**src/rtl/pc_redirect_unit.sv**
```systemverilog
// pc_redirect_unit: owns the fetch PC and steers instruction fetch.
// The PC advances sequentially, holds on a stall or a busy instruction
// memory, and redirects on an EX-stage taken branch or jump. The unit
// also drives the IF/ID and ID/EX flush strobes that squash wrong-path
// instructions.
//
// Optional build macro: PC_REDIRECT_STATS_EN adds the redirect_count and
// hold_cycles statistics outputs.
//
// state | meaning
// ------+----------------------------------------------------------------
// FETCH | normal fetch: sequential, hold on stall/busy, immediate redirect
// HOLD  | aligned redirect arrived while imem busy; target parked until
//       | the instruction memory is ready again
module pc_redirect_unit #(
  parameter logic [31:0] RESET_PC = 32'h0000_0000,
  parameter int unsigned PC_STEP  = 4
) (
  input  logic        CLK,
  input  logic        RESET,
  input  logic        branch_taken,
  input  logic [31:0] branch_target,
  input  logic        stall,
  input  logic        imem_busy,
  output logic [31:0] pc,
  output logic [31:0] pc_plus4,
  output logic        imem_read,
  output logic        if_id_flush,
  output logic        id_ex_flush,
  output logic        misalign_fault
`ifdef PC_REDIRECT_STATS_EN
  ,
  output logic [31:0] redirect_count,
  output logic [31:0] hold_cycles
`endif
);

  localparam logic [31:0] STEP = 32'(PC_STEP);

  typedef enum logic {
    FETCH = 1'b0,
    HOLD  = 1'b1
  } state_t;

  state_t      state, next_state;
  logic [31:0] pend_target, pend_next;
  logic [31:0] pc_next;
  logic        fault_next;
  logic        hold_entry, hold_entry_next;
  logic        redirect_fire;
  logic        target_misaligned;

  assign pc_plus4          = pc + STEP;
  assign target_misaligned = (branch_target[1:0] != 2'b00);

  // State, PC and registered strobes; imem_read doubles as the
  // "out of reset" flag so the first edge after release only starts fetch.
  always_ff @(posedge CLK or negedge RESET) begin
    if (!RESET) begin
      state          <= FETCH;
      pc             <= RESET_PC;
      pend_target    <= 32'h0000_0000;
      imem_read      <= 1'b0;
      misalign_fault <= 1'b0;
      hold_entry     <= 1'b0;
    end else begin
      state          <= next_state;
      pc             <= pc_next;
      pend_target    <= pend_next;
      imem_read      <= 1'b1;
      misalign_fault <= fault_next;
      hold_entry     <= hold_entry_next;
    end
  end

  // Next-state, next-PC and combinational flush decode.
  always_comb begin
    next_state      = state;
    pc_next         = pc;
    pend_next       = pend_target;
    fault_next      = 1'b0;
    hold_entry_next = 1'b0;
    redirect_fire   = 1'b0;
    if_id_flush     = 1'b0;
    id_ex_flush     = 1'b0;
    if (imem_read) begin
      case (state)
        FETCH: begin
          if (branch_taken) begin
            if (target_misaligned) begin
              // Bad target: keep fetching from the current PC, report only.
              fault_next = 1'b1;
            end else begin
              if_id_flush = 1'b1;
              id_ex_flush = 1'b1;
              if (!imem_busy) begin
                pc_next       = branch_target;
                redirect_fire = 1'b1;
              end else begin
                pend_next       = branch_target;
                next_state      = HOLD;
                hold_entry_next = 1'b1;
              end
            end
          end else if (!(stall || imem_busy)) begin
            pc_next = pc_plus4;
          end
        end
        HOLD: begin
          // Branch inputs are ignored here; the parked target wins.
          if_id_flush = 1'b1;
          id_ex_flush = hold_entry;
          if (!imem_busy) begin
            pc_next       = pend_target;
            next_state    = FETCH;
            redirect_fire = 1'b1;
          end
        end
        default: begin
          next_state = FETCH;
        end
      endcase
    end
  end

`ifdef PC_REDIRECT_STATS_EN
  // Saturating counters of completed redirects and cycles parked in HOLD.
  always_ff @(posedge CLK or negedge RESET) begin
    if (!RESET) begin
      redirect_count <= 32'h0000_0000;
      hold_cycles    <= 32'h0000_0000;
    end else begin
      if (redirect_fire && (redirect_count != 32'hFFFF_FFFF))
        redirect_count <= redirect_count + 32'd1;
      if (imem_read && (state == HOLD) && (hold_cycles != 32'hFFFF_FFFF))
        hold_cycles <= hold_cycles + 32'd1;
    end
  end
`endif

endmodule

```
**config.mk**
```make
export PLATFORM = sky130hd
export DESIGN_NAME = pc_redirect_unit
export DESIGN_NICKNAME = d
export VERILOG_FILES = /design/src/rtl/pc_redirect_unit.sv
export SDC_FILE = /design/constraint.sdc
export NUM_CORES = 1
export LEC_CHECK = 0
export ABC_AREA = 1
export CELL_PAD_IN_SITES_DETAIL_PLACEMENT = 0
export CELL_PAD_IN_SITES_GLOBAL_PLACEMENT = 1
export CORE_ASPECT_RATIO = 1.5
export CORE_MARGIN = 2
export CORE_UTILIZATION = 35
export DETAILED_ROUTE_END_ITERATION = 8
export MAX_ROUTING_LAYER = met4
export PLACE_DENSITY_LB_ADDON = 0.05
export SETUP_SLACK_MARGIN = 0.5
export SLEW_MARGIN = 20
export SYNTH_ARGS = -nofsm -noshare
export SYNTH_HDL_FRONTEND = slang
export SYNTH_SLANG_ARGS = --single-unit
```
**constraint.sdc**
```tcl
create_clock -name CLK -period 2.2 [get_ports CLK]
set_input_delay 0.66 -clock CLK [delete_from_list [all_inputs] [get_ports CLK]]
set_output_delay 0.66 -clock CLK [all_outputs]
set_load 0.005 [all_outputs]
```
==> flow_metrics.tcl, run 1 <==
set metrics [dict create \
    synth.top_cell.area_share_pct 42.34 \
    grt_max_degree 69 \
    crit_slowest_cell "dfrtp_1" \
    async_reset_ff_share_pct 100.0 \
    critPathLaunchType "flip-flop" \
    yosys_warnings 0 \
    hold_viol_final 0 \
    die-area_mm2 0.01237 \
    wl_um 16620 \
    clk_pin_slew_worst_paths_ns 0.06 \
    die_x_um 91.49 \
    dr_total_vias 4951 \
    track_usage_pct 26.31 \
    dr.pass1.iters 5 \
    critical_path_class "flip-flop to output pin" \
    cp-end-kind "output pin" \
    critical_path_required_ns 1.54 \
    portBuffers 104 \
    core_area_mm2 0.01111 \
    insertion_delay_ns 0.33 \
    synth_most_common_cell "nand2_1" \
    die_h_um 135.2 \
    pre_cts_ws_ns -0.4993 \
    initial_utilization_pct 36.16 \
    ys_ff_latch 68 \
    grt_pass1_wl_um 24480 \
    holdBufCountCts 0 \
    cts_tree "done" \
    via_per_inst 4.816 \
    cap_violations 0 \
    numClockSinks 68 \
    slowest_delay_ns 0.41 \
    period_minus_slack_ns 2.549 \
    hold_ws_ns 0.3315 \
    status "finished, violations left" \
    synthesis.area_mm2 0.004019 \
    h-tree-depth 3 \
    setup_viol 28 \
    synthTopCellsByArea "dfrtp_1 42%, nand2_1 16%, nor2_1 8.2%, o21ai_0 6.8%, inv_1 5.4%" \
    fmax_ghz 0.3923 \
    antenna_left 0 \
    syn_nets 601 \
    powerDensity_mw_per_mm2 911.3 \
    grt-ovfl-total 0 \
    synth_edf_count 0 \
    path_cells "nand2_1 -> nor2_2 -> nand2_1 -> nor2_4 -> buf_12 -> buf_8 -> nand2_4 -> nand2_2 -> and2_4 -> buf_6" \
    fin_util_pct 73.88 \
    stdcell_count 1028 \
    final_nets 914 \
    timing.final.crit_share_pct 115.9 \
    n_antenna_cell 0 \
    drt_iter0_drc 297 \
    grt_pass1_vias 4777 \
    routedWlPerCell_um 16.16 \
    finalWeightedCongestion 0.8932 \
    avgSynthCellArea_um2 7.138 \
    netlist_instances 563 \
    root_buffer "clkbuf_16" \
    crit_buf_inv 3 \
    yosysSeqAreaShare_pct 42.34 \
    cts_buffers 9 \
    crit_arrival_ns 1.89 \
    power.leakage_uw 0.004100 \
    syn_to_final_growth_pct 104.3 \
    maxSlewViolCount 0 \
    dpl.cell_count 875 \
    failed_checks "setup timing" \
    rsz0062_at_grt "yes" \
    min_path_type "input pin to async pin" \
    synth_top_area_cell "dfrtp_1" \
    synth_cell_type_count 31 \
    io_pins 105 \
    cp_common_cell "nand2_1" \
    crit_family "simple AND/OR/NAND/NOR gates" \
    drive_above_1_share_pct 48.24 \
    antenna_found_initial 0 \
    drc 0 \
    clockBufferDepth 2 \
    synthFlopType "dfrtp_1" \
    skew_ns 0.007714 \
    ir_drop_uv 589.0 \
    dp_hpwl_um 9524 \
    crit_fanout 3 \
    setup_ws_ns -0.3490 \
    netlist_top_cells_count "166 x nand2_1, 88 x nor2_1, 68 x dfrtp_1, 58 x inv_1, 55 x o21ai_0" \
    rows 47 \
]
==> worst register-to-register path, delay by kind of cell, from the launching register on <==
| family | cells | cell delay [ns] |
|---|---|---|
| buffers and inverters | 12 | 1.23 |
| AO/OA/AOI/OAI | 1 | 0.06 |
| AND/OR/NAND/NOR | 7 | 0.46 |
| adder cells (fa/ha/maj) | 1 | 0.20 |
| flip-flops | 1 | 0.42 |
==> layout by cell type (no fill, tap or decap), types with 8 or more instances in the layout <==
| cell type | n |
|---|---|
| nor2_2 | 11 |
| buf_12 | 8 |
| clkdlybuf4s50_1 | 30 |
| o21ai_1 | 13 |
| clkbuf_16 | 10 |
| xor2_2 | 8 |
| nand2_1 | 129 |
| buf_2 | 30 |
| buf_4 | 74 |
| nand2_2 | 24 |
| nand2_4 | 17 |
| a21oi_2 | 15 |
| o21ai_0 | 50 |
| dfrtp_1 | 65 |
| buf_6 | 167 |
| nor2_4 | 14 |
| dlygate4sd2_1 | 8 |
| inv_1 | 53 |
| a21oi_1 | 11 |
| nor2_1 | 75 |
==> per-stage QoR <==
step / total power (µW) / cell area, µm² / setup TNS, ns
final: 7483 / 8212 / -6.652
after global routing: 7873 / 8212 / -8.607
after global placement: 4378 / 5848 / -14.64
after floorplan: 2763 / 4059 / 0
after detailed placement: 4406 / 5848 / -16.30
after CTS: 6856 / 7537 / -6.626
==> sequential cells by signal (all words and copies together) (netlist names) <==
| register | cells |
|---|---|
| pc | 32 |
| pend_target | 32 |
| hold_entry | 1 |
| imem_read | 1 |
| misalign_fault | 1 |
| state | 1 |
==> layer usage <==
layer | wire (µm) | global-route usage (%) | vias up
met4 | 592 | 11.62 | 0
met2 | 9081 | 45.26 | 145
met5 | 0 | - | -
met3 | 602 | 3.784 | 38
met1 | 6339 | 30.42 | 2391
li1 | - | - | 2377
==> where the power goes <==
| part | total (µW) | leakage [µW] | internal [µW] | switching (µW) |
|---|---|---|---|---|
| clock network | 1490 | 0.000146 | 913 | 579 |
| registers | 1840 | 0.000816 | 1550 | 283 |
| logic | 4150 | 0.00314 | 2450 | 1700 |
| total | 7480 | 0.00410 | 4920 | 2560 |
==> area by class of cell <==
class                           instances  area (µm²)
Fill cell                             805        2903
Timing Repair Buffer                  323        3232
Tap cell                              147       183.9
Clock buffer                           11       242.7
Timing Repair inverter                  2       28.78
Clock inverter                          5       60.06
Sequential cell                        68        1705
Inverter                               60       246.5
Multi-Input combinational cell        412        2512
==> cells by family (layout without fill, tap and decap cells) <==
| family | Yosys count | after routing | share of synthesized area (%) |
|---|---|---|---|
| flip-flops | 68 | 68 | 42.34 |
| adder cells (fa/ha/maj) | 1 | 1 | 0.3113 |
| AO/OA/AOI/OAI | 100 | 100 | 13.01 |
| buffers and inverters | 83 | 401 | 8.437 |
| AND/OR/NAND/NOR | 295 | 295 | 31.60 |
| other | 1 | 1 | 0.09331 |
| XOR/XNOR | 15 | 15 | 4.203 |
==> path summary, 6_finish.rpt <==
check	startpoint	endpoint	slack [ns]	cells after the start
worst max register to register	pc[3]	pc[20]	-0.32	21
max in group asynchronous	RESET	state	1.50	2
worst max-delay path	pc[16]	pc_plus4[21]	-0.35	10
min in group CLK	pend_target[13]	pend_target[13]	0.48	2
worst min register to register	pend_target[13]	pend_target[13]	0.48	2
worst min-delay path	RESET	pc[30]	0.33	2
==> timing repair <==
action                                  CTS  global route
buffers inserted                        104            28
gates resized for setup                 457           119
gates cloned                              4             1
pin swaps                                48            50
endpoints found under the setup margin  133            88
Note: power is estimated with default switching activity, not from simulation.
==> run 2, diff against run 1 <==
- MAX_ROUTING_LAYER: met4 -> default
==> flow_metrics.tcl, run 2 (same netlist as run 1, synthesis figures left out) <==
set metrics [dict create \
    setup_ws_ns -0.4075 \
    grt_pass1_wl_um 25600 \
    via_per_inst 5.059 \
    clockBufferDepth 2 \
    status "finished, violations left" \
    wl_um 18800 \
    p_comb_share_pct 57.5 \
    cellInternalPower_uw 5090 \
    seqPwrFrac_pct 23.8 \
    track_usage_pct 26.64 \
    stdcell_count 1039 \
    io_pins 105 \
    dp_hpwl_um 9631 \
    hold_viol_final 0 \
    critical_path_class "flip-flop to output pin" \
    fmax_ghz 0.3835 \
    powerDensity_mw_per_mm2 899.5 \
    critPathLaunchType "flip-flop" \
    skew_ns 0.005358 \
    die-area_mm2 0.01237 \
    maxSlewViolCount 0 \
    dpl.cell_count 877 \
    dr_total_vias 5256 \
    critical_path_required_ns 1.54 \
    crit_arrival_ns 1.95 \
    power_frac_clock_pct 18.7 \
    multi_input_area_mm2 0.002864 \
    drt_iter0_drc 313 \
    root_buffer "clkbuf_16" \
    clk_pin_slew_worst_paths_ns 0.06 \
    nFillCells 670 \
    final_common_cell "buf_6" \
    crit_slowest_cell "dfrtp_1" \
    dr.pass1.iters 5 \
    portBuffers 104 \
    seqCellArea_mm2 0.001708 \
    core_area_mm2 0.01111 \
    insertion_delay_ns 0.34 \
    routedWlPerCell_um 18.09 \
    finalWeightedCongestion 0.8830 \
    die_h_um 135.2 \
    hold_ws_ns 0.3201 \
    slowest_delay_ns 0.44 \
    top_regs "pc (32), pend_target (32)" \
    syn_to_final_growth_pct 118.4 \
    antenna_left 0 \
    rows 47 \
    n_antenna_cell 0 \
    holdBufCountCts 0 \
    timing.final.crit_share_pct 118.5 \
    crit_fanout 4 \
    cts_tree "done" \
    h-tree-depth 3 \
    layout_common_cells "181 x buf_6, 112 x nand2_1, 69 x buf_4, 63 x dfrtp_1, 51 x inv_1" \
    switching_share_pct 35.54 \
    cts_buffers 9 \
    grt_max_degree 69 \
    period_minus_slack_ns 2.607 \
    rsz0062_at_grt "yes" \
    final_nets 925 \
    path_cells "nand2_1 -> nor2_4 -> nand2_1 -> nor2_4 -> buf_6 -> buf_6 -> xor2_2 -> buf_2" \
    setup_viol 30 \
    grt-ovfl-total 0 \
    drc 0 \
    power.leakage_uw 0.004236 \
    ir_drop_uv 507.9 \
    min_path_type "input pin to async pin" \
    drive_above_1_share_pct 57.06 \
    numClockSinks 68 \
    failed_checks "setup timing" \
    cap_violations 0 \
    rrSetupSlack_ns -0.24 \
    grt_pass1_vias 5155 \
    die_x_um 91.49 \
    antenna_found_initial 0 \
    initial_utilization_pct 36.16 \
    cp-end-kind "output pin" \
    p_sw_uw 2806 \
]
run 2: path summary, 6_finish.rpt:
path | start | to | depth (start not counted)
hold reg to reg | pend_target[22] | pend_target[22] | 2
setup reg to reg | pc[2] | pc[20] | 18
max in group asynchronous | RESET | state | 2
setup / recovery | pc[13] | pc_plus4[15] | 8
min in group CLK | pend_target[22] | pend_target[22] | 2
hold / removal | RESET | pc[30] | 2
run 2: what timing repair did:
item | 4_1_cts | 5_1_grt
pin swaps | 57 | 60
endpoints found under the setup margin | 132 | 112
gates resized for setup | 529 | 205
setup buffers | 105 | 33
gates cloned | 5 | 3
run 2: power groups by stage:
stage | sequential (µW) | combinational [µW] | clock, µW
5_1_grt | 1910 | 4790 | 1540
3_3_place_gp | 1800 | 2580 | 0
6_report | 1880 | 4540 | 1480
3_5_place_dp | 1810 | 2610 | 0
2_1_floorplan | 1860 | 903 | 0
4_1_cts | 1810 | 3620 | 1480
run 2: layout make-up:
| type | count | share of cell area, % |
|---|---|---|
| timing repair buffer | 335 | 39.40 |
| multi-input combinational | 412 | 32.63 |
| timing repair inverter | 1 | 0.2281 |
| tap | 147 | 2.095 |
| inverter | 60 | 2.865 |
| sequential | 68 | 19.46 |
| clock buffer | 10 | 2.608 |
| clock inverter | 6 | 0.7269 |
run 2: layer usage:
metal / up-vias / GRT usage [%] / routed length (µm)
met1: 2538 / 29.54 / 6564
met2: 209 / 48.82 / 10250
met3: 89 / 4.841 / 849
met4: 0 / 12.46 / 1131
met5: - / 0 / 0
li1: 2420 / - / -
run 2: through the flow:
step	worst slack, ns	cell area [µm²]	TNS [ns]	util [%]	total power [µW]
3_3_place_gp	-0.4672	5863	-14.30	52.75	4382
3_5_place_dp	-0.4965	5863	-16.19	52.75	4420
5_1_grt	-0.4698	8778	-10.51	78.98	8236
4_1_cts	-0.3550	7720	-7.214	69.46	6915
2_1_floorplan	0.2511	4059	0	-	2763
6_report	-0.4075	8778	-8.720	78.98	7896
run 2: worst max-delay path, delay by kind of cell (launching register included):
kind	cells	cell delay [ns]
and+or+nand+nor	4	0.67
xor gates and xnor gates	1	0.13
DFF	1	0.44
buffers and inverters	3	0.36
